[src/rtl/simm30_dram_ctrl.sv]
// simm30_dram_ctrl: single-byte RAS/CAS access engine for a 64K x 8 30-pin SIMM with init and CBR refresh.
// Define DRAM_ACCESS_CNT_EN to add the acc_cnt/ref_cnt activity counters.
module simm30_dram_ctrl #(
    parameter int T_INIT_CYC   = 10000,
    parameter int N_INIT_REF   = 8,
    parameter int T_RAS_CYC    = 5,
    parameter int T_CAS_CYC    = 3,
    parameter int T_RP_CYC     = 4,
    parameter int REF_INTERVAL = 780
) (
    input  logic        clk,
    input  logic        rst_n,
    input  logic [15:0] addr,
    input  logic        write,
    input  logic        ena,
    output logic [7:0]  rd_data,
    output logic        busy,
    output logic        ack,
    output logic [11:0] ram_addr,
    input  logic [7:0]  ram_dq,
`ifdef DRAM_ACCESS_CNT_EN
    output logic [31:0] acc_cnt,
    output logic [15:0] ref_cnt,
`endif
    output logic        ram_we_,
    output logic        ram_ras_,
    output logic        ram_cas_
);
    typedef enum logic [3:0] {
        INIT_WAIT, INIT_REF, IDLE, ROW, COL, PRE, REF_CAS, REF_RAS, REF_PRE
    } state_t;

    state_t      state_q, state_d;
    logic [15:0] cnt_q, cnt_d, dur;
    logic [15:0] tmr_q, tmr_d;
    logic [15:0] init_left_q, init_left_d;
    logic [15:0] addr_q, addr_d;
    logic [11:0] ram_addr_q, ram_addr_d;
    logic [7:0]  rd_data_q, rd_data_d;
    logic        ref_pend_q, ref_pend_d;
    logic        write_q, write_d;
    logic        busy_q, busy_d, ack_q, ack_d;
    logic        we_q, we_d, ras_q, ras_d, cas_q, cas_d;
    logic        last, in_init, tmr_wrap;

    always_comb begin
        dur = 16'd1;
        case (state_q)
            INIT_WAIT:     dur = 16'(T_INIT_CYC);
            ROW, REF_RAS:  dur = 16'(T_RAS_CYC);
            COL:           dur = 16'(T_CAS_CYC);
            PRE, REF_PRE:  dur = 16'(T_RP_CYC);
            default:       dur = 16'd1;
        endcase
        last        = cnt_q == dur - 16'd1;
        cnt_d       = last ? 16'd0 : cnt_q + 16'd1;
        state_d     = state_q;
        addr_d      = addr_q;
        write_d     = write_q;
        ack_d       = 1'b0;
        init_left_d = init_left_q;
        case (state_q)
            INIT_WAIT:         if (last) state_d = init_left_q != 16'd0 ? INIT_REF : IDLE;
            INIT_REF, REF_CAS: state_d = REF_RAS;
            REF_RAS:           if (last) state_d = REF_PRE;
            REF_PRE:           if (last) state_d = init_left_q != 16'd0 ? INIT_REF : IDLE;
            ROW:               if (last) state_d = COL;
            COL:               if (last) state_d = PRE;
            PRE:               if (last) state_d = IDLE;
            IDLE: begin
                // a due refresh always beats a request; ena stays pending until we come back
                if (ref_pend_q) begin
                    state_d = REF_CAS;
                end else if (ena) begin
                    state_d = ROW;
                    addr_d  = addr;
                    write_d = write;
                    ack_d   = 1'b1;
                end
            end
            default:           state_d = INIT_WAIT;
        endcase
        if (state_d == INIT_REF) init_left_d = init_left_q - 16'd1;
        // the init burst refreshes everything, so the periodic timer only starts once it is issued
        in_init    = init_left_q != 16'd0;
        tmr_wrap   = tmr_q == 16'(REF_INTERVAL - 1);
        tmr_d      = (in_init || tmr_wrap) ? 16'd0 : tmr_q + 16'd1;
        ref_pend_d = !in_init && (tmr_wrap || (ref_pend_q && state_d != REF_CAS));
        busy_d     = state_d != IDLE;
        ras_d      = !(state_d inside {ROW, COL, REF_RAS});
        cas_d      = !(state_d inside {COL, INIT_REF, REF_CAS, REF_RAS});
        we_d       = !(write_d && state_d inside {ROW, COL});
        ram_addr_d = state_d == ROW ? {4'b0, addr_d[7:0]} :
                     state_d == COL ? {4'b0, addr_d[15:8]} : ram_addr_q;
        rd_data_d  = (state_q == COL && last && !write_q) ? ram_dq : rd_data_q;
    end

    always_ff @(posedge clk or negedge rst_n) begin
        if (!rst_n) begin
            state_q     <= INIT_WAIT;
            cnt_q       <= '0;
            tmr_q       <= '0;
            init_left_q <= 16'(N_INIT_REF);
            addr_q      <= '0;
            write_q     <= 1'b0;
            ref_pend_q  <= 1'b0;
            ram_addr_q  <= '0;
            rd_data_q   <= '0;
            busy_q      <= 1'b1;
            ack_q       <= 1'b0;
            we_q        <= 1'b1;
            ras_q       <= 1'b1;
            cas_q       <= 1'b1;
        end else begin
            state_q     <= state_d;
            cnt_q       <= cnt_d;
            tmr_q       <= tmr_d;
            init_left_q <= init_left_d;
            addr_q      <= addr_d;
            write_q     <= write_d;
            ref_pend_q  <= ref_pend_d;
            ram_addr_q  <= ram_addr_d;
            rd_data_q   <= rd_data_d;
            busy_q      <= busy_d;
            ack_q       <= ack_d;
            we_q        <= we_d;
            ras_q       <= ras_d;
            cas_q       <= cas_d;
        end
    end

`ifdef DRAM_ACCESS_CNT_EN
    logic [31:0] acc_cnt_q;
    logic [15:0] ref_cnt_q;
    always_ff @(posedge clk or negedge rst_n) begin
        if (!rst_n) begin
            acc_cnt_q <= '0;
            ref_cnt_q <= '0;
        end else begin
            acc_cnt_q <= acc_cnt_q + 32'(ack_d);
            ref_cnt_q <= ref_cnt_q + 16'(state_d inside {INIT_REF, REF_CAS});
        end
    end
    assign acc_cnt = acc_cnt_q;
    assign ref_cnt = ref_cnt_q;
`endif

    assign rd_data  = rd_data_q;
    assign busy     = busy_q;
    assign ack      = ack_q;
    assign ram_addr = ram_addr_q;
    assign ram_we_  = we_q;
    assign ram_ras_ = ras_q;
    assign ram_cas_ = cas_q;
endmodule

[config.mk]
export PLATFORM = sky130hd
export DESIGN_NAME = simm30_dram_ctrl
export DESIGN_NICKNAME = d
export VERILOG_FILES = /design/src/rtl/simm30_dram_ctrl.sv
export SDC_FILE = /design/constraint.sdc
export NUM_CORES = 1
export LEC_CHECK = 0
export ABC_CLOCK_PERIOD_IN_PS = 8520
export CAP_MARGIN = 20
export CORE_MARGIN = 2
export CORE_UTILIZATION = 40
export CTS_BUF_LIST = sky130_fd_sc_hd__clkbuf_8
export CTS_CLUSTER_SIZE = 16
export DETAILED_ROUTE_END_ITERATION = 10
export GPL_TIMING_DRIVEN = 0
export SLEW_MARGIN = 20
export SYNTH_ARGS = -nofsm -noshare
export SYNTH_HDL_FRONTEND = slang
export SYNTH_SLANG_ARGS = --single-unit
[constraint.sdc]
create_clock -name clk -period 8.52 [get_ports clk]
set_input_delay 1.278 -clock clk [delete_from_list [all_inputs] [get_ports clk]]
set_output_delay 1.278 -clock clk [all_outputs]
set_load 0.02 [all_outputs]
==> results of run 1 <==
state kept, by name, indices dropped and copies added, names as in the netlist, 4 cells and up:
name / cells
addr_q: 16
tmr_q: 16
cnt_q: 16
state_q: 4
rd_data: 8
ram_addr: 8
init_left_q: 16
placed cells by master (no fill, tap or decap), types with 10 or more instances in the layout:
master | netlist | layout
dfrtp_1 | 86 | 86
nand2_1 | 83 | 83
nor2_1 | 55 | 55
clkdlybuf4s50_1 | 0 | 47
xor2_1 | 24 | 24
xnor2_1 | 23 | 23
nand3_1 | 21 | 21
or3_1 | 11 | 11
clkbuf_8 | 0 | 10
power breakdown:
group | switching, mW | internal, mW
sequential | 0.0515 | 0.537
combinational | 0.435 | 0.324
clock | 0.171 | 0.121
total | 0.658 | 0.982
stage by stage:
stage / instance area, µm² / setup slack [ps] / power (mW) / hold WS, ps / util
floorplan: 4410 / 4640 / 1.12 / 435 / -
global placement: 5060 / 2810 / 1.35 / 450 / 0.469
detailed placement: 5090 / 4140 / 1.36 / 454 / 0.472
CTS: 5290 / 4120 / 1.65 / 479 / 0.490
global route: 5290 / 3800 / 1.76 / 496 / 0.490
finish: 5290 / 4110 / 1.64 / 478 / 0.490
critical path: stages, from the launching register on:
cell,delay (ps)
dfrtp_1,320
buf_2,170
buf_1,410
nor2_1,180
a21oi_1,150
nor2_1,50
ha_1,290
and3_1,180
ha_1,280
xnor2_1,160
nor4_4,270
o21ai_2,160
or3_1,390
buf_6,150
a2111oi_4,400
o2bb2ai_2,210
o2bb2ai_4,340
o221a_1,250
worst max path at each step:
stage / slack [ps] / endpoint / start / cells after the start
after global routing: 3800 / ram_addr[4]$_DFFE_PN0P_ / state_q[2]$_DFF_PN0_ / 15
after detailed placement: 4140 / ram_addr[4]$_DFFE_PN0P_ / state_q[2]$_DFF_PN0_ / 17
after global placement: 2810 / init_left_q[4]$_DFFE_PN0N_ / rst_n / 1
after CTS: 4120 / ram_addr[4]$_DFFE_PN0P_ / state_q[2]$_DFF_PN0_ / 17
after floorplan: 4640 / ram_addr[7]$_DFFE_PN0P_ / state_q[2]$_DFF_PN0_ / 17
final: 4110 / ram_addr[4]$_DFFE_PN0P_ / state_q[2]$_DFF_PN0_ / 17
cell families (layout without fill, tap and decap cells):
logic type / count (synthesis) / in the layout / synth area share
other: 1 / 4 / 0.000853
buffers and inverters: 27 / 92 / 0.0293
adders and majority gates: 5 / 5 / 0.0142
muxes: 10 / 10 / 0.0253
AOI/OAI and AO/OA: 34 / 34 / 0.0709
DFF: 91 / 91 / 0.520
xor gates and xnor gates: 47 / 47 / 0.0937
and+or+nand+nor: 223 / 223 / 0.246
cell type report:
type                       instances  area share
clock inverter                     6      0.0109
timing repair buffer              49      0.0964
inverter                           8     0.00568
sequential                        91       0.432
clock buffer                      10      0.0260
multi-input combinational        323       0.377
tap                              140      0.0331
buffer                            19      0.0187
layer usage:
| metal | vias up | global-route usage | wire [µm] |
|---|---|---|---|
| met3 | 12 | 0.0275 | 217 |
| met1 | 1548 | 0.233 | 4470 |
| met4 | 0 | 0.0687 | 168 |
| met5 | - | 0 | 0 |
| li1 | 1616 | - | - |
| met2 | 36 | 0.280 | 4360 |
synthesized netlist by cell type (2+ instances only):
cell,instances,share of area
nand3_1,21,0.024
or4_1,4,0.0068
xor2_1,24,0.048
nor4_1,4,0.0057
inv_1,7,0.0060
dfstp_2,5,0.030
nor2_1,55,0.047
o31ai_1,2,0.0034
nand2_1,83,0.071
and3_1,6,0.0085
xnor2_1,23,0.046
and4_1,2,0.0040
a211oi_1,3,0.0051
ha_1,5,0.014
buf_4,4,0.0068
nor4b_1,2,0.0040
mux2_2,9,0.023
or2_2,2,0.0028
buf_2,3,0.0034
a21oi_1,6,0.0068
or4_4,2,0.0051
nor3_1,9,0.010
clkbuf_1,9,0.0077
nor2b_1,3,0.0043
nand3b_1,4,0.0068
or3_1,11,0.016
o221a_1,8,0.021
dfrtp_1,86,0.49
nand4_1,5,0.0071
o21ai_0,4,0.0046
nor3_2,2,0.0046
==> reports/metrics.csv, run 1 <==
stage;metric;value;unit
cells_and_area;footprint of the multi-input gates;0.00199;mm²
route;drt first pass iters;4;
critical_path;Critical Path AT;4720;ps
critical_path;CP endpoint kind;register;
route;Final ANT Viol Nets;0;
critical_path;Setup CP Type;register to register;
die;Rows;38;
power;Pleak;2.36;nW
cells_and_area;fillers;1004;
cells_and_area;Synth-to-Final Area Change;20.3;%
critical_path;Setup crit start kind;register;
die;Die Span X;109;µm
clock_tree;cts hold-fix bufs;0;
route;DR vias;3212;
global_route;vias in the first global route;3240;
global_route;total track usage;0.173;
route;DR WL/cell;14.3;µm
power;Power Density;310;mW/mm²
clock_tree;Post-CTS Setup Inserts;0;
global_route;largest net degree at the start of global routing;62;
timing;maximum clock frequency;227;MHz
yosys;Ys Warns;0;
yosys;Syn Std Cell Area;0.00439;mm²
clock_tree;root buffer cell;clkbuf_8;
timing;min cycle time layout;4410;ps
critical_path;Data required, critical path;8830;ps
cells_and_area;n_diodes;0;
critical_path;Worst Reg-to-Reg Cells;17;
yosys;syn_area_per_cell;10.0;µm²
timing;Max-slew headroom;0.402;
place;Port Buf Inserts;48;
cells_and_area;fin cells;646;
clock_tree;CTS tree;done;
cells_and_area;Final nets;534;
cells_and_area;layout cell share with drive strength beyond 1;0.109;
route;drc violations;0;
yosys;Mapped Cells;438;
clock_tree;Longest Clk Path Bufs;2;
timing;Setup-failing EPs final;0;
critical_path;R2R setup slack;4110;ps
flow_run;MaxCap Viol Count;0;
die;Die Height;109;µm
route;final WL;9210;µm
global_route;first-pass GRT wire length;15900;µm
critical_path;Reg-to-Reg End;ram_addr[4]$_DFFE_PN0P_;
clock_tree;cts bufs inserted;9;
yosys;library cells used by synthesis;56;
clock_tree;TritonCTS sink count;91;
timing;Final Hold Viols;0;
place;dpl hpwl;6490;µm
cells_and_area;FF/Latch Area;0.00228;mm²
clock_tree;Reg clk slew, reported paths;100;ps
yosys;Seq cells post-synth;91;
global_route;initial antenna violation count;0;
die;I/O pin cnt;53;
die;core area;0.0108;mm²
hold_path;min-delay worst type;register to register;
yosys;top_reg_cell synth;dfrtp_1;
die;die area;0.0118;mm²
global_route;grt ovf;0;
timing;final period utilization;0.518;
critical_path;worst r2r src;state_q[2]$_DFF_PN0_;
route;drt via density;4.97;
status;status;complete, no violations;
clock_tree;post-CTS resize count;0;
timing;unrepaired setup endpoints after global routing;no;
clock_tree;H-tree Lvls;3;
die;Initial Utilization;0.407;
yosys;Post-synth ARST share;1.00;
timing;Final Skew;15.5;ps
hold_path;Hold Path Cell Cnt;2;
timing;Sum Neg Setup Slack;0;ps
timing;worst-margin pin slew;891;ps
power;worst vdd rail ir drop;0.000160;V
hold_path;hold path endpoint;addr_q[1]$_DFF_PN0_;
yosys;Post-synth EDFFs;0;
hold_path;worst hold start;addr_q[1]$_DFF_PN0_;
clock_tree;clock network latency to the later pin of the worst-skew pair;380;ps
route;initial DRC count;89;
place;GPL Wtd Cong;0.767;
yosys;fraction of the yosys area taken by sequential cells;0.520;
timing;max-slew violation count;0;
place;placed insts;630;
critical_path;CP max FO;10;
Power figures use the tool's default switching activity.
==> inputs of run 2 (changes only) <==
Settings changed: ABC_CLOCK_PERIOD_IN_PS 8520 to 4070.
Clock period 8.52 ns to 4.07 ns, I/O delays scaled along.
==> reports/metrics.csv, run 2 (synthesis gave the netlist of run 1 again) <==
stage;metric;value;unit
status;status;complete, no violations;
critical_path;CP endpoint kind;register;
die;Die Span X;109;µm
die;die area;0.0118;mm²
flow_run;MaxCap Viol Count;0;
critical_path;Setup CP Type;register to register;
timing;worst-margin pin slew;640;ps
cells_and_area;FF/Latch Area;0.00229;mm²
global_route;initial antenna violation count;0;
cells_and_area;n_diodes;0;
hold_path;min-delay worst type;primary input to async pin;
cells_and_area;footprint of the multi-input gates;0.00210;mm²
power;worst vdd rail ir drop;0.000336;V
cells_and_area;Final nets;539;
power;Power Density;684;mW/mm²
clock_tree;H-tree Lvls;3;
timing;min cycle time layout;3960;ps
global_route;grt ovf;0;
timing;Sum Neg Setup Slack;0;ps
global_route;largest net degree at the start of global routing;62;
critical_path;Data required, critical path;4330;ps
route;DR vias;3280;
clock_tree;clock network latency to the later pin of the worst-skew pair;370;ps
critical_path;Setup crit start kind;register;
die;core area;0.0108;mm²
die;Rows;38;
clock_tree;Longest Clk Path Bufs;2;
global_route;vias in the first global route;3226;
place;GPL Wtd Cong;0.767;
power;Pleak;2.41;nW
timing;Setup-failing EPs final;0;
clock_tree;cts bufs inserted;9;
critical_path;Critical Path AT;4220;ps
die;I/O pin cnt;53;
route;drc violations;0;
timing;setup ws final;107;ps
place;Setup WS pre-CTS;-307;ps
route;final WL;9580;µm
cells_and_area;most common cell after layout, fill and taps aside;dfrtp_1;
route;Final ANT Viol Nets;0;
timing;max-slew violation count;0;
route;DR WL/cell;14.7;µm
timing;final hold slack;97.6;ps
place;Port Buf Inserts;48;
cells_and_area;Design Area, Final;0.00543;mm²
global_route;first-pass GRT wire length;16000;µm
clock_tree;TritonCTS sink count;91;
die;Die Height;109;µm
place;DP Area;0.00509;mm²
timing;final period utilization;0.974;
critical_path;CP max FO;10;
route;drt first pass iters;4;
cells_and_area;layout cell share with drive strength beyond 1;0.143;
route;initial DRC count;126;
cells_and_area;Layout Utilization;0.503;
cells_and_area;Synth-to-Final Area Change;23.6;%
die;Initial Utilization;0.407;
timing;Final Hold Viols;0;
timing;maximum clock frequency;252;MHz
clock_tree;root buffer cell;clkbuf_8;
timing;Final Skew;15.8;ps
cells_and_area;fillers;1000;
place;dpl hpwl;6490;µm
timing;Max-slew headroom;0.571;
clock_tree;CTS tree;done;
route;drt via density;5.04;
clock_tree;Reg clk slew, reported paths;100;ps
cells_and_area;most frequent cells in the layout;dfrtp_1, nand2_1, nor2_1;
global_route;total track usage;0.174;
==> run 2: cell types whose count changed in the layout (fill, tap and decap cells not counted), moves of 2 or more <==
cell       delta
o2bb2ai_4     +3
buf_2         +2
dfrtp_2       +2
dfrtp_1       -2
nor2_1        -2
buf_4         +4
clkbuf_1      -2
==> run 2: where the power goes <==
part | switching (mW) | internal [mW] | total [mW]
registers | 0.110 | 1.13 | 1.24
logic | 1.05 | 0.814 | 1.87
clock network | 0.359 | 0.252 | 0.612
total | 1.52 | 2.19 | 3.72
==> run 2: timing repair <==
item                                   4_1_cts  5_1_grt
cloned                                       1        1
gates resized for setup                      9       17
hold buffers                                 0        0
setup buffers                                0        3
pin swaps                                    2        5
endpoints found under the hold margin        0        0
setup endpoints to repair                   20       10
==> run 2: worst max-delay path, cell delays in order (launching register included) <==
cell and delay (ps):
dfrtp_2 460, buf_2 210, nor2_1 100, nand3_1 150, ha_2 250, and3_1 150
ha_1 280, xnor2_1 160, nor4_4 330, o21ai_4 150, or3_4 390, buf_6 140
a2111oi_4 320, buf_4 210, nor2_2 110, o2bb2ai_4 180, o221a_1 260
==> run 2: stage by stage <==
step / instances / power [mW]
after global placement: 629 / 2.82
after detailed placement: 630 / 2.84
after CTS: 647 / 3.56
final: 651 / 3.72
after floorplan: 441 / 2.35
after global routing: 651 / 3.96
==> run 2: path summary, 6_finish.rpt <==
path                                 startpoint                         end  slack (ps)  cells past startpoint
min in group clk            addr_q[3]$_DFF_PN0_         addr_q[3]$_DFF_PN0_         480                      2
max in group asynchronous                 rst_n  init_left_q[3]$_DFFE_PN1N_        3320                      2
max reg2reg                state_q[1]$_DFF_PN0_     ram_addr[7]$_DFFE_PN0P_         110                     16
max                        state_q[1]$_DFF_PN0_     ram_addr[7]$_DFFE_PN0P_         110                     16
min                                       rst_n     ram_addr[1]$_DFFE_PN0P_         100                      1
min reg2reg                 addr_q[3]$_DFF_PN0_         addr_q[3]$_DFF_PN0_         480                      2
==> run 2: per-layer routing <==
metal / vias to the layer above / part of all wire / routed length, µm / global-route usage
met3: 12 / 0.033 / 315 / 0.0275
li1: 1628 / - / - / -
met1: 1590 / 0.47 / 4540 / 0.235
met2: 50 / 0.48 / 4550 / 0.281
met4: 0 / 0.017 / 166 / 0.0687
met5: - / 0 / 0 / 0
==> run 2: final cells by class <==
class | count | share of cell area
clock inverters | 6 | 0.0106
repair buffers | 52 | 0.0979
clock buffers | 10 | 0.0253
well taps | 140 | 0.0322
multi-input cells | 325 | 0.387
plain buffers | 19 | 0.0205
inverters | 8 | 0.00553
flip-flops and latches | 91 | 0.421
==> inputs of run 3 (changes only) <==
Settings changed: SKIP_CTS_REPAIR_TIMING set to 1.
==> reports/metrics.csv, run 3 (synthesis gave the netlist of run 1 again) <==
stage;metric;value;unit
status;status;complete, no violations;
route;initial DRC count;120;
clock_tree;cts bufs inserted;9;
flow_run;MaxCap Viol Count;0;
timing;max-slew violation count;0;
critical_path;Setup CP Type;register to register;
critical_path;CP max FO;10;
cells_and_area;n_diodes;0;
global_route;total track usage;0.173;
global_route;initial antenna violation count;0;
cells_and_area;Final nets;541;
critical_path;Setup crit start kind;register;
clock_tree;Reg clk slew, reported paths;100;ps
critical_path;Data required, critical path;4330;ps
place;GPL Wtd Cong;0.767;
cells_and_area;layout cell share with drive strength beyond 1;0.138;
place;Setup WS pre-CTS;-307;ps
timing;worst-margin pin slew;639;ps
clock_tree;root buffer cell;clkbuf_8;
timing;Final Hold Viols;0;
clock_tree;H-tree Lvls;3;
power;worst vdd rail ir drop;0.000322;V
timing;final period utilization;0.966;
global_route;first-pass GRT wire length;15900;µm
die;I/O pin cnt;53;
cells_and_area;fillers;993;
die;core area;0.0108;mm²
global_route;largest net degree at the start of global routing;62;
hold_path;min-delay worst type;primary input to async pin;
place;dpl hpwl;6490;µm
cells_and_area;Design Area, Final;0.00541;mm²
critical_path;R2R setup slack;140;ps
cells_and_area;fin cells;653;
cells_and_area;Synth-to-Final Area Change;23.2;%
timing;Max-slew headroom;0.571;
timing;Setup-failing EPs final;0;
clock_tree;CTS tree;done;
clock_tree;Longest Clk Path Bufs;2;
timing;setup ws final;140;ps
die;die area;0.0118;mm²
route;drt via density;5.08;
power;Tot Pwr;3.69;mW
global_route;grt ovf;0;
die;Initial Utilization;0.407;
clock_tree;TritonCTS sink count;91;
route;Final ANT Viol Nets;0;
critical_path;CP endpoint kind;register;
clock_tree;clock network latency to the later pin of the worst-skew pair;380;ps
power;Power Density;682;mW/mm²
die;Die Height;109;µm
critical_path;Critical Path AT;4190;ps
route;drt first pass iters;5;
timing;min cycle time layout;3930;ps
route;final WL;9570;µm
cells_and_area;FF/Latch Area;0.00228;mm²
place;placed insts;630;
cells_and_area;most common cell after layout, fill and taps aside;dfrtp_1;
route;DR WL/cell;14.7;µm
route;DR vias;3318;
global_route;vias in the first global route;3240;
die;Die Span X;109;µm
cells_and_area;Layout Utilization;0.502;
timing;final hold slack;94.0;ps
die;Rows;38;
timing;Final Skew;15.8;ps
power;Pleak;2.41;nW
timing;Sum Neg Setup Slack;0;ps
timing;maximum clock frequency;254;MHz
place;Port Buf Inserts;48;
cells_and_area;footprint of the multi-input gates;0.00208;mm²
cells_and_area;most frequent cells in the layout;dfrtp_1, nand2_1, nor2_1;
place;DP Area;0.00509;mm²
route;drc violations;0;
## run 3: path summary, 6_finish.rpt
check                                      from                    endpoint  depth (start not counted)
setup / recovery           state_q[1]$_DFF_PN0_     ram_addr[7]$_DFFE_PN0P_                         14
hold / removal                            rst_n     ram_addr[1]$_DFFE_PN0P_                          1
setup reg to reg           state_q[1]$_DFF_PN0_     ram_addr[7]$_DFFE_PN0P_                         14
hold reg to reg             addr_q[1]$_DFF_PN0_         addr_q[1]$_DFF_PN0_                          2
max in group asynchronous                 rst_n  init_left_q[3]$_DFFE_PN1N_                          2
min in group clk            addr_q[1]$_DFF_PN0_         addr_q[1]$_DFF_PN0_                          2
## run 3: layout make-up
class / count / share of cell area
Buffer: 19 / 0.0194
Sequential cell: 91 / 0.422
Clock buffer: 10 / 0.0254
Tap cell: 140 / 0.0324
Multi-Input combinational cell: 325 / 0.384
Clock inverter: 6 / 0.0106
Timing Repair Buffer: 54 / 0.101
Inverter: 8 / 0.00555
## run 3: routing by layer
metal	GRT usage	vias to the layer above	part of all wire
li1	-	1638	-
met1	0.233	1621	0.47
met2	0.280	47	0.48
met3	0.0275	12	0.028
met4	0.0687	0	0.018
met5	0	-	0
## run 3: where the power goes
part	internal [mW]	leakage, nW	total, mW	switching (mW)
logic	0.807	1.14	1.85	1.04
registers	1.13	1.17	1.23	0.110
clock network	0.252	0.0945	0.612	0.359
## run 3: worst max-delay path: stages (launching register included)
cell       delay (ps)
dfrtp_1           460
clkbuf_2          240
nor2_1            120
nand3_1           160
ha_2              260
and3_1            150
ha_1              280
xnor2_1           160
nor4_4            310
o21ai_4           140
or4b_2            640
a21o_1            270
o2bb2ai_4         170
or3_1             330
o221a_1           130
